===== config.mk =====
export PLATFORM = sky130hd
export DESIGN_NAME = unwrap_shifter
export DESIGN_NICKNAME = d
export VERILOG_FILES = /design/src/rtl/unwrap_shifter.sv
export SDC_FILE = /design/constraint.sdc
export NUM_CORES = 1
export LEC_CHECK = 0
export CAP_MARGIN = 10
export CORE_UTILIZATION = 45
export CTS_BUF_LIST = sky130_fd_sc_hd__clkbuf_16
export DETAILED_ROUTE_END_ITERATION = 10
export GPL_TIMING_DRIVEN = 1
export PLACE_DENSITY = 0.71
export SLEW_MARGIN = 25
export SYNTH_ARGS = -nofsm -noshare
export SYNTH_HDL_FRONTEND = slang
export SYNTH_SLANG_ARGS = --single-unit

===== constraint.sdc =====
create_clock -name Phi1 -period 8.4 [get_ports Phi1]
set_input_delay 1.68 -clock Phi1 [delete_from_list [all_inputs] [get_ports Phi1]]
set_output_delay 1.68 -clock Phi1 [all_outputs]
set_load 0.1 [all_outputs]

===== src/rtl/unwrap_shifter.sv =====
// Undoes the kernel's word-line rotation and reports the one-hot position.
// Two-entry FIFO (output register + skid) with a registered ready.
module unwrap_shifter #(
    parameter int WIDTH = 9
) (
    input  logic             Phi1,
    input  logic             Reset_s1,
    input  logic             in_valid_s1,
    output logic             in_ready_s1,
    input  logic [2:0]       shiftcontrol_s1,
    input  logic [WIDTH-1:0] wrapped_s1,
    output logic             out_valid_s1,
    input  logic             out_ready_s1,
    output logic [WIDTH-1:0] unwrapped_s1,
    output logic [3:0]       index_s1,
    output logic             ctrl_err_s1,
    output logic             data_err_s1,
    output logic             seq_err_s1
);

    // Entry layout: {unwrapped, index, ctrl_err, data_err}
    localparam int EW = WIDTH + 6;
    localparam logic [EW-1:0] RESET_ENTRY = {{WIDTH{1'b0}}, 4'hF, 1'b0, 1'b0};

    logic [1:0]       occ_q, occ_d;
    logic [EW-1:0]    head_q, head_d;
    logic [EW-1:0]    skid_q, skid_d;
    logic             in_ready_q, in_ready_d;
    logic [2:0]       exp_q, exp_d;
    logic             seq_err_q, seq_err_d;

    logic             ctrl_ok;
    logic [WIDTH-1:0] rot;
    logic [3:0]       ones;
    logic [3:0]       pos;
    logic             data_ok;
    logic [EW-1:0]    new_entry;
    logic             accept;
    logic             deliver;

    always_comb begin
        ctrl_ok = (shiftcontrol_s1 == 3'b100) || (shiftcontrol_s1 == 3'b010) ||
                  (shiftcontrol_s1 == 3'b001);
        case (shiftcontrol_s1)
            3'b010:  rot = {wrapped_s1[WIDTH-2:0], wrapped_s1[WIDTH-1]};
            3'b001:  rot = {wrapped_s1[WIDTH-3:0], wrapped_s1[WIDTH-1:WIDTH-2]};
            default: rot = wrapped_s1;
        endcase
        ones = 4'd0;
        pos  = 4'd0;
        for (int i = 0; i < WIDTH; i++) begin
            if (rot[i]) begin
                ones = ones + 4'd1;
                pos  = 4'(i);
            end
        end
        data_ok   = (ones == 4'd1);
        new_entry = {rot, data_ok ? pos : 4'hF, ~ctrl_ok, ~data_ok};
    end

    always_comb begin
        accept     = in_valid_s1 && in_ready_q;
        deliver    = (occ_q != 2'd0) && out_ready_s1;
        occ_d      = occ_q;
        head_d     = head_q;
        skid_d     = skid_q;
        exp_d      = exp_q;
        seq_err_d  = seq_err_q;
        case (occ_q)
            2'd0: begin
                if (accept) begin
                    head_d = new_entry;
                    occ_d  = 2'd1;
                end
            end
            2'd1: begin
                if (accept && deliver) begin
                    head_d = new_entry;
                end else if (accept) begin
                    skid_d = new_entry;
                    occ_d  = 2'd2;
                end else if (deliver) begin
                    occ_d  = 2'd0;
                end
            end
            default: begin
                // Ready is low whenever full, so only a drain can happen here.
                if (deliver) begin
                    head_d = skid_q;
                    occ_d  = 2'd1;
                end
            end
        endcase
        in_ready_d = (occ_d < 2'd2);
        if (accept && ctrl_ok) begin
            exp_d = {shiftcontrol_s1[1:0], shiftcontrol_s1[2]};
            if (shiftcontrol_s1 != exp_q) seq_err_d = 1'b1;
        end
    end

    always_ff @(posedge Phi1) begin
        if (Reset_s1) begin
            occ_q      <= 2'd0;
            head_q     <= RESET_ENTRY;
            skid_q     <= RESET_ENTRY;
            in_ready_q <= 1'b0;
            exp_q      <= 3'b001;
            seq_err_q  <= 1'b0;
        end else begin
            occ_q      <= occ_d;
            head_q     <= head_d;
            skid_q     <= skid_d;
            in_ready_q <= in_ready_d;
            exp_q      <= exp_d;
            seq_err_q  <= seq_err_d;
        end
    end

    assign in_ready_s1  = in_ready_q;
    assign out_valid_s1 = (occ_q != 2'd0);
    assign unwrapped_s1 = head_q[EW-1:6];
    assign index_s1     = head_q[5:2];
    assign ctrl_err_s1  = head_q[1];
    assign data_err_s1  = head_q[0];
    assign seq_err_s1   = seq_err_q;

endmodule


* After elaboration in Yosys (flattened, before gate mapping)
Index checks and enable logic that the tools add are counted.
Storage, ports and cells: flip-flop bits (word level) 37, output and inout bits 18, logic and storage cells 67
Operators by class: muxes and demuxes 29, magnitude comparators 1, reduce and logical (&&, ||, !) cells 12, equal/unequal tests 8, add/sub/neg operators 8, bitwise gates (word level) 3
Operators by type and width (number):
- $mux W4 | 16
- $mux W15 | 3
- $add A4 B1 Y4 const B | 8
- $pmux W15 S2 | 1
- $pmux W9 S2 | 1
- $mux W2 | 5
- $reduce_and A3 Y1 | 2
- $eq A4 B1 Y1 const B | 1
- $logic_and A1 B1 Y1 | 4
- $ne A2 B2 Y1 const B | 2
- $pmux W2 S2 | 1
- $eq A3 B1 Y1 const B | 1
- $eq A3 B2 Y1 const B | 1
- $eq A3 B3 Y1 const B | 1
- $ne A3 B3 Y1 | 1
- $not A1 Y1 | 3
- $reduce_bool A3 Y1 | 1
- $eq A2 B1 Y1 const B | 1
- $logic_not A2 Y1 | 1
- $logic_or A1 B1 Y1 | 2
- $lt A2 B2 Y1 const B | 1
- $mux W1 | 2
- $reduce_and A2 Y1 | 1
- $reduce_bool A2 Y1 | 1

* Logic depth before layout (Yosys ltp)
word-level depth 23, gate-level depth with buffers 34

* Worst setup path after synthesis
No wires, ideal clock.
path kind input to register, start point input shiftcontrol_s1[1], end point register head_q[4], arrival 8048 ps, slack 232 ps, library setup time 120 ps, stages on the path 33, path through buf_2 > buf_1 > buf_1 > o22ai_1 > a21oi_1 > inv_1 > ha_1 > buf_2 > xor2_1 > or4_1 > nand3_2 > inv_1 > ha_1 > inv_1 > o2bb2ai_1 > ha_1 > inv_1 > o21ai_0 > ha_1 > a221oi_1 > inv_1 > ha_1 > nand2_1 > o21ai_0 > ha_1 > a22oi_1 > o21ai_0 > ha_1 > nor3_1 > a22oi_1 > a311oi_4 > a31oi_1 > a211o_1
On the way: word-level cells in the longest chain between the ends 23, elaborated cells on any way between the ends 31, those cells by class add/sub: 8; eq/ne: 3; mux: 20
RTL lines:
- start: declaration | RTL line 10 | input logic [2:0] shiftcontrol_s1,
- $eq A3 B1 Y1 / $eq A3 B2 Y1 (equally long branches) | RTL line 44 | case (shiftcontrol_s1)
- $pmux W9 S2 (*) | RTL line 44
- via new_entry[6] | RTL line 37 | logic [EW-1:0] new_entry;
- $mux W1 (*) | RTL line 52 | if (rot[i]) begin
- $add A4 B1 Y4 | RTL line 53 | ones = ones + 4'd1;
- $mux W4 (*) | RTL line 52
- $add A4 B1 Y4 | RTL line 53
- $mux W4 (*) | RTL line 52
- [... 8 more ...]
- $add A4 B1 Y4 | RTL line 53
- $mux W4 (*) | RTL line 52
- $add A4 B1 Y4 | RTL line 53
- $mux W4 (*) | RTL line 52
- $eq A4 B1 Y1 (*) | RTL line 57 | data_ok = (ones == 4'd1);
- $mux W4 (*) | RTL line 58 | new_entry = {rot, data_ok ? pos : 4'hF, ~ctrl_ok, ~data_ok};
- $mux W15 (on tied branches) | RTL line 77, 71
- $pmux W15 S2 (*) | RTL line 69 | case (occ_q)
- end signal: assignment | RTL line 104 | head_q <= RESET_ENTRY;
- end signal: assignment | RTL line 111 | head_q <= head_d;
- end: declaration | RTL line 26 | logic [EW-1:0] head_q, head_d;
Mark *: on every way through the listed nets, which the timed path passes. The rest lies on a longest branch. The select of a mux whose other input is x is not followed. A chain may end at the register's enable or synchronous reset.

* Worst setup path after layout
start point input wrapped_s1[0], end point register head_q[5]
On the way: word-level cells in the longest chain between the ends 22, elaborated cells on any way between the ends 23, those cells by class add/sub: 8; eq/ne: 1; mux: 14
RTL lines:
- start: declaration | RTL line 11 | input logic [WIDTH-1:0] wrapped_s1,
- $pmux W9 S2 (*) | RTL line 44
- via new_entry[6] | RTL line 37
- $mux W1 (*) | RTL line 52
- $add A4 B1 Y4 | RTL line 53
- $mux W4 (*) | RTL line 52
- $add A4 B1 Y4 | RTL line 53
- $mux W4 (*) | RTL line 52
- $add A4 B1 Y4 | RTL line 53
- [... 7 more ...]
- $add A4 B1 Y4 | RTL line 53
- $mux W4 (*) | RTL line 52
- $add A4 B1 Y4 | RTL line 53
- $mux W4 (*) | RTL line 52
- $eq A4 B1 Y1 (*) | RTL line 57
- $mux W4 (*) | RTL line 58
- $mux W15 (on tied branches) | RTL line 77, 71
- $pmux W15 S2 (*) | RTL line 69
Marks and branches as above.

==> results.sh <==
export IMPL_start_util=0.470
export IMPL_ioPinCount=34
export IMPL_synth_seq_cells=37
export IMPL_io_buffer_count=33
export IMPL_drv_cap=0
export IMPL_antenna_cells=0
export IMPL_gp_congestion=0.821
export IMPL_yosysSeqAreaShare=0.283
export IMPL_powerDensity_mw_per_mm2=230
export IMPL_nets=399
export IMPL_drive_gt1_frac=0.101
export IMPL_outcome="finished clean"
export IMPL_p_int_uw=445
export IMPL_fp_dieH_um=78.3
export IMPL_cts_root_buf="clkbuf_16"
export IMPL_fp_dieW_um=78.3
export IMPL_grt_pass1_vias=2375
export IMPL_final_cell_area_mm2=0.00320
export IMPL_core_mm2=0.00557
export IMPL_cts_sinks=37
export IMPL_startpoint_type="input port"
export IMPL_wirelength_mm=6.41
export IMPL_cpMostUsedCell="ha_1"
export IMPL_critPathArrivalTime_ns=8.21
export IMPL_syn_area_per_cell_um2=7.61
export IMPL_antenna_found_initial=0
export IMPL_slew_headroom=0.345
export IMPL_hold_class="reg -> reg"
export IMPL_slowest_stage="clkdlybuf4s50_1"
export IMPL_yosysWarnings=0
export IMPL_clk_pin_slew_ns=0.06
export IMPL_synth_edf_count=0
export IMPL_fmaxAchievable_mhz=124
export IMPL_critPathMaxFanout=9
export IMPL_async_flop_share=0
export IMPL_routed_via_density=5.77
export IMPL_cts_tree="yes"
export IMPL_grt_pass1_wl_mm=10.8
export IMPL_slowest_delay_ns=0.62
export IMPL_finalHoldViolCount=0
export IMPL_finalWorstSetupSlack_ns=0.357
export IMPL_drv_slew=0
export IMPL_hpwl_mm=4.47
export IMPL_min_period_over_period=0.958
export IMPL_final_common_cell="nand2_1"
export IMPL_dpl_cell_count=438
export IMPL_p_leak_nw=1.24
export IMPL_most_common_layout_cells="nand2_1, dfxtp_1, a21oi_1, nor2_1, clkdlybuf4s50_1"
export IMPL_end_kind="register"
export IMPL_wire_per_inst_um=14.3
export IMPL_mappedNetlistNets=368
export IMPL_finalClockSkew_ns=0.00363
export IMPL_worst_pin_slew_ns=0.979
export IMPL_area_growth_pct=22.1
export IMPL_clk_latency_ns=0.27
export IMPL_seq_power_share=0.257
export IMPL_swShare=0.395
export IMPL_clock_path_buffers=2
export IMPL_crit_family="compound AO/OA/AOI/OAI gates"
export IMPL_yosys_most_used_dff="dfxtp_1"
export IMPL_p_switching_uw=291
export IMPL_first_pass_iters=4
export IMPL_setup_viol=0
export IMPL_post_place_ws_ns=-0.0825
export IMPL_vias=2584
export IMPL_path_buf_inv=7
export IMPL_gr_usage_all_layers=0.218
export IMPL_drc=0
export IMPL_power_frac_comb=0.506
export IMPL_cts_buffers_inserted=5
export IMPL_grt_max_degree=39
export IMPL_dpl_cell_area_mm2=0.00303
export IMPL_p_clk_frac=0.237
export IMPL_hold_buffers=0
export IMPL_num_rows=27
export IMPL_required_ns=8.57
export IMPL_peakVddDrop_v=0.000143
export IMPL_cts_max_level=2
export IMPL_die_area_mm2=0.00613
export IMPL_fin_cells=448
export IMPL_yosys_cell_types_count=59
export IMPL_synth_cells=344
export IMPL_min_period_ns=8.04
export IMPL_drt_iter0_markers=129
export IMPL_ant_nets=0
export IMPL_crit_type="in -> reg"
export IMPL_grt_remaining_overflow=0
export IMPL_netlist_area_mm2=0.00262
## power groups by stage
stage / logic [mW] / registers [mW] / clock network, mW
6_report: 0.373 / 0.189 / 0.175
3_3_place_gp: 0.341 / 0.193 / 0
4_1_cts: 0.349 / 0.189 / 0.177
5_1_grt: 0.405 / 0.190 / 0.187
3_5_place_dp: 0.345 / 0.193 / 0
2_1_floorplan: 0.221 / 0.245 / 0
## flip-flops by register name, indices dropped and copies added (netlist names)
| register | cells |
|---|---|
| head_q | 15 |
| skid_q | 15 |
| exp_q | 3 |
| occ_q | 2 |
| in_ready_s1 | 1 |
| seq_err_s1 | 1 |
## routing by layer
metal  vias up  wire length [um]  GRT usage
met2        41              3090      0.365
met3         5               242     0.0430
met1      1233              3030      0.289
li1       1305                 -          -
met5         -                 0          0
met4         0                44     0.0481
## per-stage QoR
step	TNS [ns]	hold WS, ns	total power, mW	util
final	0	0.454	0.736	0.574
after global routing	-0.114	0.478	0.782	0.574
after CTS	0	0.453	0.715	0.568
after detailed placement	-0.146	0.446	0.538	0.543
after global placement	0	0.442	0.534	0.543
after floorplan	0	0.436	0.466	-
## worst min-delay path: stages, from the launching register on
cell and delay, ns:
dfxtp_1 0.30, nand2_1 0.05, a21oi_1 0.05
## cell usage after synthesis, drive strengths merged (5+ instances only)
cell / count / area share
xor2: 6 / 0.027
clkbuf: 12 / 0.017
a31oi: 12 / 0.029
nand2: 43 / 0.063
nand3: 5 / 0.013
o21ai: 27 / 0.052
inv: 13 / 0.019
nor3: 15 / 0.029
o22ai: 9 / 0.021
dfxtp: 37 / 0.28
nor2: 32 / 0.046
ha: 8 / 0.038
buf: 13 / 0.028
a21oi: 32 / 0.061
xnor2: 13 / 0.043
o211ai: 5 / 0.014
## logic make-up after synthesis
kind of cell / synth area share
AOI/OAI and AO/OA: 0.296
and+or+nand+nor: 0.209
buffers and inverters: 0.0640
DFF: 0.283
xor gates and xnor gates: 0.0984
adders and majority gates: 0.0382
muxes: 0.0119
## repair_timing
action                                  4_1_cts  5_1_grt
gates resized for setup                       0        4
buffers inserted                              0        2
endpoints found under the setup margin        0       10
## cell type report
class	count	area, um^2
clock buffer	5	125
tap	72	90.1
fill	529	2380
multi-input combinational	269	1730
clock inverter	3	13.8
sequential	37	741
timing repair buffer	49	453
inverter	13	48.8
## final timing paths
path / endpoint / slack [ns] / startpoint / cells after the start
max: head_q[5] / 0.36 / wrapped_s1[0] / 32
min: skid_q[11] / 0.45 / skid_q[11] / 2
min reg2reg: skid_q[11] / 0.45 / skid_q[11] / 2
max reg2reg: skid_q[2] / 6.18 / occ_q[1] / 4
Power figures use the tool's default switching activity.
